<file path="src/rtl/mandel_pkg.sv">
// Shared definitions for the pixel<->complex mappers: fixed-point format,
// screen geometry defaults and the mapper state encoding.
package mandel_pkg;
   localparam int DEF_WORD_LENGTH   = 32;
   localparam int DEF_FRAC          = 28;
   localparam int DEF_SCREEN_WIDTH  = 640;
   localparam int DEF_SCREEN_HEIGHT = 480;
   localparam int COORD_W           = 11;

   typedef logic signed [DEF_WORD_LENGTH-1:0] fixed_t;

   typedef enum logic [2:0] {IDLE, SETUP, DIV_X, DIV_Y, DONE} state_t;
endpackage

</file>
<file path="src/rtl/seq_divider.sv">
// Restoring unsigned divider, one quotient bit per cycle, MSB first.
// The caller guarantees num < den * 2**QBITS, so only QBITS quotient bits exist.
module seq_divider #(
   parameter int NUM_W = 44,
   parameter int DEN_W = 33,
   parameter int QBITS = 11
) (
   input  logic             clk,
   input  logic             rst,
   input  logic             start,
   input  logic [NUM_W-1:0] num,
   input  logic [DEN_W-1:0] den,
   output logic             busy,
   output logic             done,
   output logic [QBITS-1:0] quotient
);
   localparam int CNT_W = $clog2(QBITS + 1);

   logic [DEN_W-1:0] rem, den_r, rem_nxt;
   logic [QBITS-1:0] lo, q;
   logic [CNT_W-1:0] count;
   logic [DEN_W:0]   trial;
   logic             ge;

   always_comb begin
      trial   = {rem, lo[QBITS-1]};
      ge      = trial >= {1'b0, den_r};
      rem_nxt = ge ? DEN_W'(trial - {1'b0, den_r}) : trial[DEN_W-1:0];
   end

   // done is asserted during the last iteration; quotient is final then
   assign busy     = count != '0;
   assign done     = count == CNT_W'(1);
   assign quotient = {q[QBITS-2:0], ge};

   always_ff @(posedge clk) begin
      if (rst) begin
         count <= '0;
         rem   <= '0;
         den_r <= '0;
         lo    <= '0;
         q     <= '0;
      end else if (start) begin
         rem   <= num[NUM_W-1 -: DEN_W];
         lo    <= num[QBITS-1:0];
         den_r <= den;
         q     <= '0;
         count <= CNT_W'(QBITS);
      end else if (busy) begin
         rem   <= rem_nxt;
         lo    <= lo << 1;
         q     <= quotient;
         count <= count - CNT_W'(1);
      end
   end
endmodule

</file>
<file path="src/rtl/complex_to_pixel.sv">
// Maps a complex point back to the screen pixel it falls in under the current view.
//   state | meaning
//   IDLE  | waiting for a request, in_ready=1
//   SETUP | view extents, offsets and on-screen test from the captured request
//   DIV_X | column = dx*SCREEN_WIDTH/real_width on the shared divider
//   DIV_Y | row    = dy*SCREEN_HEIGHT/imag_height on the shared divider
//   DONE  | result valid, held until out_ready
module complex_to_pixel
   import mandel_pkg::*;
#(
   parameter int WORD_LENGTH   = DEF_WORD_LENGTH,
   parameter int FRAC          = DEF_FRAC,
   parameter int SCREEN_WIDTH  = DEF_SCREEN_WIDTH,
   parameter int SCREEN_HEIGHT = DEF_SCREEN_HEIGHT
) (
   input  logic                   clk,
   input  logic                   rst,
   input  logic                   in_valid,
   output logic                   in_ready,
   input  logic [WORD_LENGTH-1:0] re_in,
   input  logic [WORD_LENGTH-1:0] im_in,
   input  logic [31:0]            ZOOM,
   input  logic [WORD_LENGTH-1:0] real_center,
   input  logic [WORD_LENGTH-1:0] imag_center,
   output logic                   out_valid,
   input  logic                   out_ready,
   output logic [COORD_W-1:0]     x,
   output logic [COORD_W-1:0]     y,
   output logic                   on_screen
);
   localparam int EXT_W = WORD_LENGTH + 1;
   localparam int NUM_W = EXT_W + COORD_W;
   localparam logic signed [WORD_LENGTH-1:0] REAL_SPAN = WORD_LENGTH'(3) << FRAC;
   localparam logic signed [WORD_LENGTH-1:0] IMAG_SPAN = WORD_LENGTH'(2) << FRAC;
   localparam logic [COORD_W-1:0] X_MAX = COORD_W'(SCREEN_WIDTH - 1);
   localparam logic [COORD_W-1:0] Y_MAX = COORD_W'(SCREEN_HEIGHT - 1);

   state_t state, state_nxt;

   logic signed [WORD_LENGTH-1:0] re_r, im_r, rc_r, ic_r;
   logic [31:0]                   zoom_r;
   logic signed [WORD_LENGTH-1:0] real_width, imag_height, real_min, imag_max;
   logic [EXT_W-1:0]              dx, dy;
   logic                          on;
   logic                          div_start, div_busy, div_done;
   logic [NUM_W-1:0]              div_num;
   logic [EXT_W-1:0]              div_den;
   logic [COORD_W-1:0]            div_q, q_limit, q_clamped;

   // offsets carry one extra bit so extreme operands cannot wrap
   always_comb begin
      if (zoom_r >= 32'(WORD_LENGTH)) begin
         real_width  = '0;
         imag_height = '0;
      end else begin
         real_width  = REAL_SPAN >>> zoom_r;
         imag_height = IMAG_SPAN >>> zoom_r;
      end
      real_min = rc_r - (real_width >>> 1);
      imag_max = ic_r + (imag_height >>> 1);
      dx = {re_r[WORD_LENGTH-1], re_r} - {real_min[WORD_LENGTH-1], real_min};
      dy = {imag_max[WORD_LENGTH-1], imag_max} - {im_r[WORD_LENGTH-1], im_r};
      on = (real_width != '0) && (imag_height != '0)
           && !dx[EXT_W-1] && (dx < {1'b0, real_width})
           && !dy[EXT_W-1] && (dy < {1'b0, imag_height});
   end

   always_comb begin
      if (state == SETUP) begin
         div_num = {{COORD_W{1'b0}}, dx} * NUM_W'(SCREEN_WIDTH);
         div_den = {1'b0, real_width};
      end else begin
         div_num = {{COORD_W{1'b0}}, dy} * NUM_W'(SCREEN_HEIGHT);
         div_den = {1'b0, imag_height};
      end
      q_limit   = (state == DIV_X) ? X_MAX : Y_MAX;
      q_clamped = (div_q > q_limit) ? q_limit : div_q;
   end

   seq_divider #(
      .NUM_W (NUM_W),
      .DEN_W (EXT_W),
      .QBITS (COORD_W)
   ) u_div (
      .clk      (clk),
      .rst      (rst),
      .start    (div_start),
      .num      (div_num),
      .den      (div_den),
      .busy     (div_busy),
      .done     (div_done),
      .quotient (div_q)
   );

   always_ff @(posedge clk) begin
      if (rst) state <= IDLE;
      else     state <= state_nxt;
   end

   always_comb begin
      state_nxt = state;
      case (state)
         IDLE:    if (in_valid)  state_nxt = SETUP;
         SETUP:   state_nxt = on ? DIV_X : DONE;
         DIV_X:   if (div_done)  state_nxt = DIV_Y;
         DIV_Y:   if (div_done)  state_nxt = DONE;
         DONE:    if (out_ready) state_nxt = IDLE;
         default: state_nxt = IDLE;
      endcase
   end

   // the y division is launched on the same edge the x quotient is taken
   always_comb begin
      in_ready  = (state == IDLE);
      out_valid = (state == DONE);
      div_start = ((state == SETUP) && on && !div_busy) || ((state == DIV_X) && div_done);
   end

   always_ff @(posedge clk) begin
      if (rst) begin
         re_r      <= '0;
         im_r      <= '0;
         rc_r      <= '0;
         ic_r      <= '0;
         zoom_r    <= '0;
         x         <= '0;
         y         <= '0;
         on_screen <= 1'b0;
      end else begin
         if (in_valid && in_ready) begin
            re_r   <= re_in;
            im_r   <= im_in;
            rc_r   <= real_center;
            ic_r   <= imag_center;
            zoom_r <= ZOOM;
         end
         if (state == SETUP) begin
            on_screen <= on;
            if (!on) begin
               x <= '0;
               y <= '0;
            end
         end
         if ((state == DIV_X) && div_done) x <= q_clamped;
         if ((state == DIV_Y) && div_done) y <= q_clamped;
      end
   end
endmodule

</file>
<file path="config.mk">
export PLATFORM = sky130hd
export DESIGN_NAME = complex_to_pixel
export DESIGN_NICKNAME = d
export VERILOG_FILES = /design/src/rtl/mandel_pkg.sv /design/src/rtl/seq_divider.sv /design/src/rtl/complex_to_pixel.sv
export SDC_FILE = /design/constraint.sdc
export NUM_CORES = 1
export LEC_CHECK = 0
export BUFFER_PORTS_ARGS = -buffer_cell sky130_fd_sc_hd__buf_2
export CAP_MARGIN = 30
export CORE_ASPECT_RATIO = 0.6
export CORE_MARGIN = 1
export CORE_UTILIZATION = 30
export DETAILED_ROUTE_END_ITERATION = 8
export GPL_ROUTABILITY_DRIVEN = 1
export PLACE_DENSITY = 0.55
export SLEW_MARGIN = 10
export SYNTH_ARGS = -nofsm -noshare
export SYNTH_HDL_FRONTEND = slang
export SYNTH_SLANG_ARGS = --single-unit
</file>
<file path="constraint.sdc">
create_clock -name clk -period 15.43 [get_ports clk]
set_clock_uncertainty 0.1 [all_clocks]
set_input_delay 3.086 -clock clk [delete_from_list [all_inputs] [get_ports clk]]
set_output_delay 3.086 -clock clk [all_outputs]
set_load 0.02 [all_outputs]
</file>
==> results of run 1 <==
-- registers in the layout, summed over array words and instances, names as in the netlist --
signal / count
zoom_r: 32
u_div.count: 4
y: 11
u_div.den_r: 30
rc_r: 32
on_screen: 1
re_r: 32
u_div.lo: 6
u_div.rem: 33
ic_r: 32
state: 3
im_r: 32
u_div.q: 10
x: 11
-- cells in the final DEF (no fill, tap or decap), drive strengths merged, types with 29 or more instances in the layout --
cell,n
nor2,202
a21oi,413
o21ai,151
fa,58
a21o,125
nand2b,31
nor3,58
nand3,70
buf,212
a31oi,30
xnor2,132
a211oi,43
o21a,29
nand2,498
dfxtp,269
nor2b,37
ha,322
inv,250
clkbuf,38
xor2,86
-- through the flow --
step	setup WS (ns)	utilization, %
after floorplan	6.268	-
after global placement	3.260	32.85
after detailed placement	3.516	32.86
after CTS	3.427	34.14
after global routing	2.328	34.17
final	3.059	34.17
-- cells by family (layout without fill, tap and decap cells) --
logic type	Yosys count	in the layout	synth area share (%)
AOI/OAI and AO/OA	975	975	24.37
xor gates and xnor gates	218	218	7.681
adders and majority gates	380	380	20.88
buffers and inverters	371	514	5.657
DFF	269	269	21.66
muxes	30	30	1.228
other	0	1	0
and+or+nand+nor	1033	1033	18.52
-- critical path: cells and delay by family (launching register included) --
family | cells | cell delay (ns)
AO/OA/AOI/OAI | 22 | 5.92
XOR/XNOR | 2 | 0.40
adder cells (fa/ha/maj) | 3 | 0.90
flip-flops | 1 | 0.32
AND/OR/NAND/NOR | 18 | 4.61
-- final cells by class --
| type | count | area [um2] |
|---|---|---|
| multi-input cells | 2636 | 18100 |
| diodes | 1 | 2.502 |
| flip-flops and latches | 269 | 5385 |
| repair buffers | 212 | 1145 |
| clock buffers | 38 | 852.1 |
| clock inverters | 17 | 191.4 |
| fillers | 8722 | 53840 |
| well taps | 1079 | 1350 |
| inverters | 247 | 927.1 |
-- worst paths after layout --
kind,from,endpoint,depth (start not counted)
worst min register to register,im_r[28],im_r[28],2
worst max-delay path,zoom_r[12],u_div.rem[25],45
worst max register to register,zoom_r[12],u_div.rem[25],45
worst min-delay path,im_r[28],im_r[28],2
-- routing by layer --
| metal | vias up | global-route usage (%) | wire (um) |
|---|---|---|---|
| li1 | 11723 | - | - |
| met1 | 11047 | 30.69 | 43440 |
| met2 | 708 | 26.11 | 30960 |
| met3 | 53 | 3.694 | 6783 |
| met4 | 0 | 2.403 | 885 |
| met5 | - | 0 | 0 |
-- synthesized netlist by cell type, drive strengths merged (26+ instances only) --
master and n:
nand2 498, a21oi 413, ha 322, dfxtp 269, inv 246, nor2 202, o21ai 151, xnor2 132
a21o 125, clkbuf 110, xor2 86, nand3 70, fa 58, nor3 58, a211oi 43, nor2b 37
nand2b 31, a31oi 30, o21a 29, and3 27, o21bai 27, mux2i 26
==> results.py, run 1 <==
metrics = {
    "floorplan": {
        "die_w_um": 373.6,
        "die-area_um2": 84060,
        "die_y_um": 225.0,
        "io_pins": 189,
        "rows": 81,
        "initial_core_util_pct": 30.39,
        "coreArea_um2": 81790,
    },
    "clock_tree": {
        "cts_num_sinks": 269,
        "cts_tree": "done",
        "cts.repair.resized": 0,
        "worstSkewPairLatency_ns": 0.63,
        "path_clk_slew_ns": 0.07,
        "post_cts.repair.setup_buffers": 0,
        "h-tree-depth": 1,
        "cts_hold_buf": 0,
        "cts_buffers": 30,
        "root_buffer": "clkbuf_16",
        "clock_path_buffers": 3,
    },
    "grt": {
        "grt.overflow.total": 0,
        "grt_pass1_wl_um": 127500,
        "grt_pass1_vias": 21713,
        "antenna_found_initial": 3,
        "grt_usage_pct": 19.14,
        "grt_max_degree": 84,
    },
    "logic_synthesis": {
        "yosysSeqAreaShare_pct": 21.66,
        "netlist_area_um2": 24860,
        "synthDistinctLibCells": 74,
        "synth_top_area_share_pct": 21.66,
        "synth_top_cell_by_area": "dfxtp_1",
        "ys_warn_count": 0,
        "synth_edf_count": 0,
        "ys_ff_latch": 269,
        "syn-num-nets": 3820,
        "yosys-top-cells-area": "dfxtp_1 22%, ha_1 16%, a21oi_1 8.3%",
        "synth_cells": 3276,
        "ys_async_sr_fraction_pct": 0,
        "syn_area_per_cell_um2": 7.588,
        "synth_top_flop_cell": "dfxtp_1",
    },
    "route": {
        "wire_per_inst_um": 18.24,
        "drtIter0Drc": 2165,
        "ant_nets": 0,
        "dr.pass1.iters": 6,
        "vias": 23531,
        "vias_per_cell": 5.230,
        "drt_wl_total_um": 82070,
        "drc": 0,
    },
    "worst_setup_path": {
        "crit_path_end_kind": "register",
        "max_stage_delay_ns": 0.79,
        "cp_slowest_cell": "nor3_1",
        "path_class": "register to register",
        "reg2reg_slack_ns": 3.06,
        "arrival_ns": 12.77,
        "cp_max_fo": 23,
        "crit_path_frequent_cell": "a21oi_1",
        "startpoint_type": "register",
        "cp.required_ns": 15.83,
    },
    "timing": {
        "rsz0062_at_grt": "no",
        "tns_ns": 0,
        "slew-limit-headroom_pct": 37.41,
        "period_share_pct": 80.18,
        "tightest_slew_ns": 0.9365,
        "hold_viol_final": 0,
        "max_freq_mhz": 80.83,
        "holdWs_ns": 0.3545,
        "setup_viol": 0,
        "slew_viol_final": 0,
        "period_needed_ns": 12.37,
    },
    "cells_and_area": {
        "final_cells": 4499,
        "final_nets": 3940,
        "design_area_um2": 27950,
        "drive_above_1_share_pct": 8.950,
        "syn_to_final_growth_pct": 12.43,
    },
    "place": {
        "dp.cells": 4442,
        "hpwlAfterDp_um": 65550,
        "dpl_cell_area_um2": 26880,
        "gp_congestion": 0.9671,
        "port_buffers": 188,
    },
    "status": {
        "status": "finished, final reports clean",
    },
    "min_path": {
        "min_path_type": "register to register",
    },
    "flow_run": {
        "maxCapViolCount": 0,
    },
}
Power of run 1 is not shown: default switching activity piles up to over one toggle a cycle in this logic, so the estimate is an artifact.
==> inputs of run 2 (changes only) <==
- PLACE_DENSITY: 0.55 -> 0.56
- clock period: 15.43 -> 11.3 ns (I/O delays scaled with it)
==> run 2 against run 1 <==
  * First-iteration DRC count decreased by 4.6%
  * Register-to-register slack got worse by 2.3 ns
  * Non-clock buffer count increased by 17
  * Via count increased by 0.70%
  * Largest cell class unchanged
  * Critical path depth increased by 3
  * Routed wire length increased by 0.73%
  * Critical endpoint is now u_div.den_r[11]
  * Sequential share of layout area decreased by 0.11 points
==> results.py, run 2 (synthesis results as in run 1) <==
metrics = {
    "worst_setup_path": {
        "cp.required_ns": 11.68,
        "critPathTopFamily": "compound AO/OA/AOI/OAI gates",
        "reg2reg_slack_ns": 0.77,
        "max_stage_delay_ns": 0.47,
        "cp_slowest_cell": "o31a_2",
        "cp_max_fo": 54,
        "startpoint_type": "register",
        "crit_path_frequent_cell": "a21oi_1",
        "path_class": "register to register",
        "arrival_ns": 10.91,
        "crit_path_end_kind": "register",
        "cp_num_buf_inv": 3,
    },
    "timing": {
        "slew-limit-headroom_pct": 39.44,
        "period_needed_ns": 10.53,
        "period_share_pct": 93.20,
        "hold_viol_final": 0,
        "max_freq_mhz": 94.96,
        "setup_viol": 0,
        "tns_ns": 0,
        "rsz0062_at_grt": "no",
        "tightest_slew_ns": 0.9063,
        "slew_viol_final": 0,
    },
    "route": {
        "highest_layer": "met5",
        "drtIter0Drc": 2065,
        "drc": 0,
        "routed-wl-met2_um": 31600,
        "wire_per_inst_um": 18.31,
        "dr.pass1.iters": 6,
        "wl_met3_um": 6614,
        "vias_per_cell": 5.247,
        "vias": 23696,
        "ant_nets": 0,
        "drt_wl_total_um": 82670,
        "drt-met1-wl_um": 43230,
    },
    "floorplan": {
        "die_y_um": 225.0,
        "initial_core_util_pct": 30.39,
        "coreArea_um2": 81790,
        "die_w_um": 373.6,
        "die-area_um2": 84060,
        "rows": 81,
        "io_pins": 189,
    },
    "clock_tree": {
        "worstSkewPairLatency_ns": 0.61,
        "h-tree-depth": 1,
        "clock_path_buffers": 3,
        "cts_buffers": 30,
        "cts_tree": "done",
        "post_cts.repair.setup_buffers": 0,
        "path_clk_slew_ns": 0.07,
        "root_buffer": "clkbuf_16",
        "cts_num_sinks": 269,
    },
    "cells_and_area": {
        "mostFrequentLayoutCells": "496 x nand2_1, 411 x a21oi_1, 322 x ha_1",
        "drive_above_1_share_pct": 9.546,
        "final_nets": 3957,
        "largest_register_ffs": 33,
        "n_fill_cell": 8819,
        "final_cells": 4516,
        "final_common_cell": "nand2_1",
        "max_flop_register": "u_div.rem",
        "syn_to_final_growth_pct": 13.08,
    },
    "place": {
        "gp_congestion": 1.018,
        "port_buffers": 188,
        "dp.cells": 4458,
        "hpwlAfterDp_um": 66480,
    },
    "grt": {
        "grt_pass1_vias": 22134,
        "grt_max_degree": 87,
        "grt_pass1_wl_um": 129200,
        "antenna_found_initial": 3,
        "grt_usage_pct": 19.34,
        "grt.overflow.total": 0,
    },
    "min_path": {
        "min_path_type": "register to register",
    },
    "status": {
        "status": "finished, final reports clean",
    },
    "flow_run": {
        "maxCapViolCount": 0,
    },
}
[run 2: cell count changes in the layout (fill, tap and decap cells not counted), moves of 2 or more]
cell and delta:
a21oi_2 +2, buf_4 +15, buf_2 +2, a21oi_1 -2
clkinvlp_4 -2, clkbuf_1 +3
[run 2: final cells by class]
class                           instances  area (um2)  share of cell area, %
Antenna cell                            1       2.502               0.008902
Sequential cell                       269        5385                  19.16
Multi-Input combinational cell       2636       18130                  64.50
Clock inverter                         14       190.2                 0.6765
Timing Repair Buffer                  229        1260                  4.482
Inverter                              247       927.1                  3.298
Tap cell                             1079        1350                  4.803
Clock buffer                           41       863.3                  3.071
[run 2: path summary, 6_finish.rpt]
check / startpoint / endpoint / cells past startpoint
worst min-delay path: zoom_r[21] / zoom_r[21] / 2
worst min register to register: zoom_r[21] / zoom_r[21] / 2
worst max register to register: zoom_r[9] / u_div.den_r[11] / 48
worst max-delay path: zoom_r[9] / u_div.den_r[11] / 48
[run 2: worst reg2reg max path, delay by kind of cell, from the launching register on]
family | cells | cell delay [ns]
AO/OA/AOI/OAI | 23 | 5.02
XOR/XNOR | 2 | 0.41
adder cells (fa/ha/maj) | 3 | 0.87
buffers and inverters | 3 | 0.73
flip-flops | 1 | 0.31
AND/OR/NAND/NOR | 17 | 2.94
[run 2: layer usage]
metal	vias to the layer above	global-route usage, %
met2	646	26.92
met3	92	4.304
met1	11183	30.09
met4	4	2.907
met5	-	0
li1	11771	-
[run 2: repair_timing]
action / CTS / global route
setup endpoints to repair: 0 / 82
gates resized for setup: 0 / 8
hold buffers: 0 / 0
[run 2: stage by stage]
stage	cell area [um2]	util, %	worst slack, ns	hold WS [ns]
2_1_floorplan	24860	-	2.138	0.3255
3_3_place_gp	26980	32.99	0.4296	0.3403
3_5_place_dp	26990	33.00	0.3959	0.3448
4_1_cts	28050	34.29	0.3217	0.3548
5_1_grt	28110	34.37	0.08779	0.3727
6_report	28110	34.37	0.7687	0.3539
Power of run 2 is left out for the same reason.
